`src/rtl/mux_4_1.sv`:
```
`default_nettype none
// ============================================================================
// Module      : mux_4_1
// Description : Parameterised 4-to-1 word multiplexer with a registered
//               output. The word picked by `sel` is captured on every rising
//               edge of `clk`, giving downstream logic a glitch-free,
//               clock-aligned result one cycle after the inputs are sampled.
//
// Parameters  : ANCHO  - data width in bits (>= 1) for a/b/c/d/out
//
// Ports       : clk    in   1      system clock, rising-edge active
//               rst_n  in   1      synchronous active-low reset
//               a      in   ANCHO  data word 0 (sel = 2'b00)
//               b      in   ANCHO  data word 1 (sel = 2'b01)
//               c      in   ANCHO  data word 2 (sel = 2'b10)
//               d      in   ANCHO  data word 3 (sel = 2'b11)
//               sel    in   2      select code
//               out    out  ANCHO  registered selected word
//
// Revision    : 1.0  initial release
// ============================================================================
module mux_4_1 #(
    parameter int ANCHO = 4
) (
    input  logic             clk,
    input  logic             rst_n,
    input  logic [ANCHO-1:0] a,
    input  logic [ANCHO-1:0] b,
    input  logic [ANCHO-1:0] c,
    input  logic [ANCHO-1:0] d,
    input  logic [1:0]       sel,
    output logic [ANCHO-1:0] out
);

    localparam logic [1:0] c_SEL_A = 2'b00;
    localparam logic [1:0] c_SEL_B = 2'b01;
    localparam logic [1:0] c_SEL_C = 2'b10;
    localparam logic [1:0] c_SEL_D = 2'b11;

    logic [ANCHO-1:0] w_out_d;
    logic [ANCHO-1:0] r_out_q;

    // The four select codes cover the whole 2-bit space, so the leading
    // default only exists to make the block obviously latch-free; it is
    // never the final value for a known `sel`.
    always_comb begin
        w_out_d = '0;
        case (sel)
            c_SEL_A: w_out_d = a;
            c_SEL_B: w_out_d = b;
            c_SEL_C: w_out_d = c;
            c_SEL_D: w_out_d = d;
        endcase
    end

    always_ff @(posedge clk) begin
        if (!rst_n) begin
            r_out_q <= '0;
        end else begin
            r_out_q <= w_out_d;
        end
    end

    assign out = r_out_q;

endmodule
`default_nettype wire

```
`config.mk`:
```
export PLATFORM = sky130hd
export DESIGN_NAME = mux_4_1
export DESIGN_NICKNAME = d
export VERILOG_FILES = /design/src/rtl/mux_4_1.sv
export SDC_FILE = /design/constraint.sdc
export NUM_CORES = 1
export LEC_CHECK = 0
export ABC_CLOCK_PERIOD_IN_PS = 1800
export CAP_MARGIN = 20
export CORE_AREA = 4 4 41 43
export DETAILED_ROUTE_END_ITERATION = 8
export DIE_AREA = 0 0 45 47
export GPL_ROUTABILITY_DRIVEN = 1
export PLACE_DENSITY = 0.6
export SLEW_MARGIN = 20
export SYNTH_ARGS = -nofsm -noshare
export SYNTH_HDL_FRONTEND = slang
export SYNTH_SLANG_ARGS = --single-unit
```
`constraint.sdc`:
```
create_clock -name clk -period 1.8 [get_ports clk]
set_input_delay 0.36 -clock clk [delete_from_list [all_inputs] [get_ports clk]]
set_output_delay 0.36 -clock clk [all_outputs]
set_load 0.01 [all_outputs]
```
==> metrics <==
# rows=13; multi-input logic area=115 um2; chip width=45 um; # H-tree levels=1; Antenna Cells=0; Post-Syn Area=206 um2; Area contributors post-synth=dfxtp_1 39%, mux2i_1 39%, o22ai_1 12%, buf_6 5.5%, nand2b_1 3.0%; Detailed Route WL=~600 um; Synth Register Bits=4; hold worst-path end=out[1]; Vias/cell=4.00; Total Routing Usage GR=6.32%; f_max=a little over 0.7 GHz; via count=236; critical path depth=1; Fin Setup TNS=0 ns; Tmin final=~1.4 ns; Starting Density=between 10% and 20%; number of I/O port buffers=23; top cells by count, synth=8 x mux2i_1, 4 x dfxtp_1, 4 x o22ai_1; Pre-antenna DRT Iters=1; VDD IR max=0.000224 V; EDFF count, synth=0; root buffer cell=clkbuf_4; WP buf/inv=1; DRT antenna net count=0; number of buffers created by CTS=3; Sequential Area=80.1 um2; post-synth top area share=38.8%; slowest cell on the critical path=clkdlybuf4s50_1; cts repair resizes=0; worst-case clock buffer depth=2; Crit Path Class=flip-flop to output pin; Synth-to-Final Area Change=126%; post-synthesis net count=39; Worst Hold Path Cells=3; RSZ-0062 raised after global routing=no; WP data required=between 1 and 1.5 ns; max FFs per register=4; Filler cells=155; max_cap viols=0; Slew HR=69.3%; Sink Count=4; CP max stage delay=approximately 0.53 ns; cell taking the most area after synthesis=dfxtp_1; leakage power=around 0.19 nW; I/O pins=24; vias in the first global route=204; Least-Margin Pin Slew=0.459 ns; Final Cell Area=467 um2; PwrDens=624 nW/um2; Top Family by Delay on Critical Path=buffers and inverters; # DRC=0; Final Hold Fails=0; Final Max Slew Viols=0; worst path cell trace=clkdlybuf4s50_1; final setup vio count=0; crit-path max FO=1; Avg Inst Size Synth=approximately 11 um2; crit path launch type=flip-flop; share of cells above drive strength 1=6.82%; DIE HEIGHT=47 um; per-cell routed wire length=10.2 um; Synth warnings=0; Synth Flop Type=dfxtp_1; Nets=66; Synth async-reset ratio=0%; global-route wire length before repair=910 um; outcome=complete, no violations; Hold-fix buffers, CTS=0; Die ar.=2120 um2; CP Capture Type=output pin; setup repair bufs after CTS=0; Seq/Total Area, Yosys=38.8%; top-count cell post-synth=mux2i_1; crit path DAT=1.05 ns; grt ovf=0; largest net degree at the start of global routing=9; Initial DRC Count=0; CTS tree=done; period utilization=78.5%; Yosys cell types=6; hold wc startpoint=b[1]; area of the core=1300 um2; routability cong.=0.585; hold crit path type=input port to flip-flop; placed inst area=between 400 and 500 um2; Clock transition at path regs=0.04 ns; post-synthesis cell count=19; initial antenna violation count=0
-- routing by layer --
layer	GRT usage, %	vias to the layer above	part of all wire (%)
met2	7.91	17	46
met1	7.29	97	37
met4	3.51	0	0
li1	-	122	-
met3	5.36	0	17
met5	0	-	0
-- where the power goes --
| group | switching [W] | total [W] | internal, W | leakage [nW] |
|---|---|---|---|---|
| Combinational | 0.0000231 | 0.0000828 | 0.0000597 | 0.146 |
| Clock | 0.0000357 | 0.000110 | 0.0000745 | 0.0138 |
| Sequential | 0.00000156 | 0.0000980 | 0.0000964 | 0.0333 |
-- cell type report --
| type | instances | share of cell area, % |
|---|---|---|
| Timing Repair Buffer | 23 | 49.3 |
| Multi-Input combinational cell | 14 | 24.7 |
| Sequential cell | 4 | 17.2 |
| Clock buffer | 3 | 4.83 |
| Tap cell | 15 | 4.02 |
-- cell usage in the layout, fill, tap and decap left out --
| cell type | instances |
|---|---|
| clkdlybuf4s50_1 | 23 |
| clkbuf_4 | 3 |
| nand2b_1 | 1 |
| nand2_1 | 1 |
| o22ai_1 | 4 |
| dfxtp_1 | 4 |
| mux2i_1 | 8 |
-- worst max path at each step --
| stage | startpoint | endpoint | slack, ns |
|---|---|---|---|
| CTS | out[3] | out[3] | 0.37 |
| floorplan | sel[1] | out[1] | 0.94 |
| global placement | sel[1] | out[1] | 0.23 |
| finish | out[3] | out[3] | 0.39 |
| global route | out[3] | out[3] | 0.33 |
| detailed placement | sel[1] | out[1] | 0.19 |
-- kinds of logic after synthesis --
kind of cell    count (synthesis)  share of synthesized area [%]
mux                             8                           38.8
compound gates                  4                           12.1
flops                           4                           38.8
simple gates                    2                           4.85
buf+inv                         1                           5.45
-- per-stage QoR --
step | hold WS [ns] | worst slack [ns] | util (%) | total power (W) | std cells
6_report | 0.779 | 0.386 | 35.9 | 0.000291 | 59
5_1_grt | 0.798 | 0.325 | 35.9 | 0.000307 | 59
4_1_cts | 0.780 | 0.372 | 35.9 | 0.000297 | 59
3_5_place_dp | 1.02 | 0.194 | 34.1 | 0.000184 | 56
3_3_place_gp | 1.03 | 0.229 | 34.1 | 0.000183 | 56
2_1_floorplan | 0.530 | 0.939 | - | 0.000127 | 19
No activity file was read; power rests on OpenSTA's default activity.
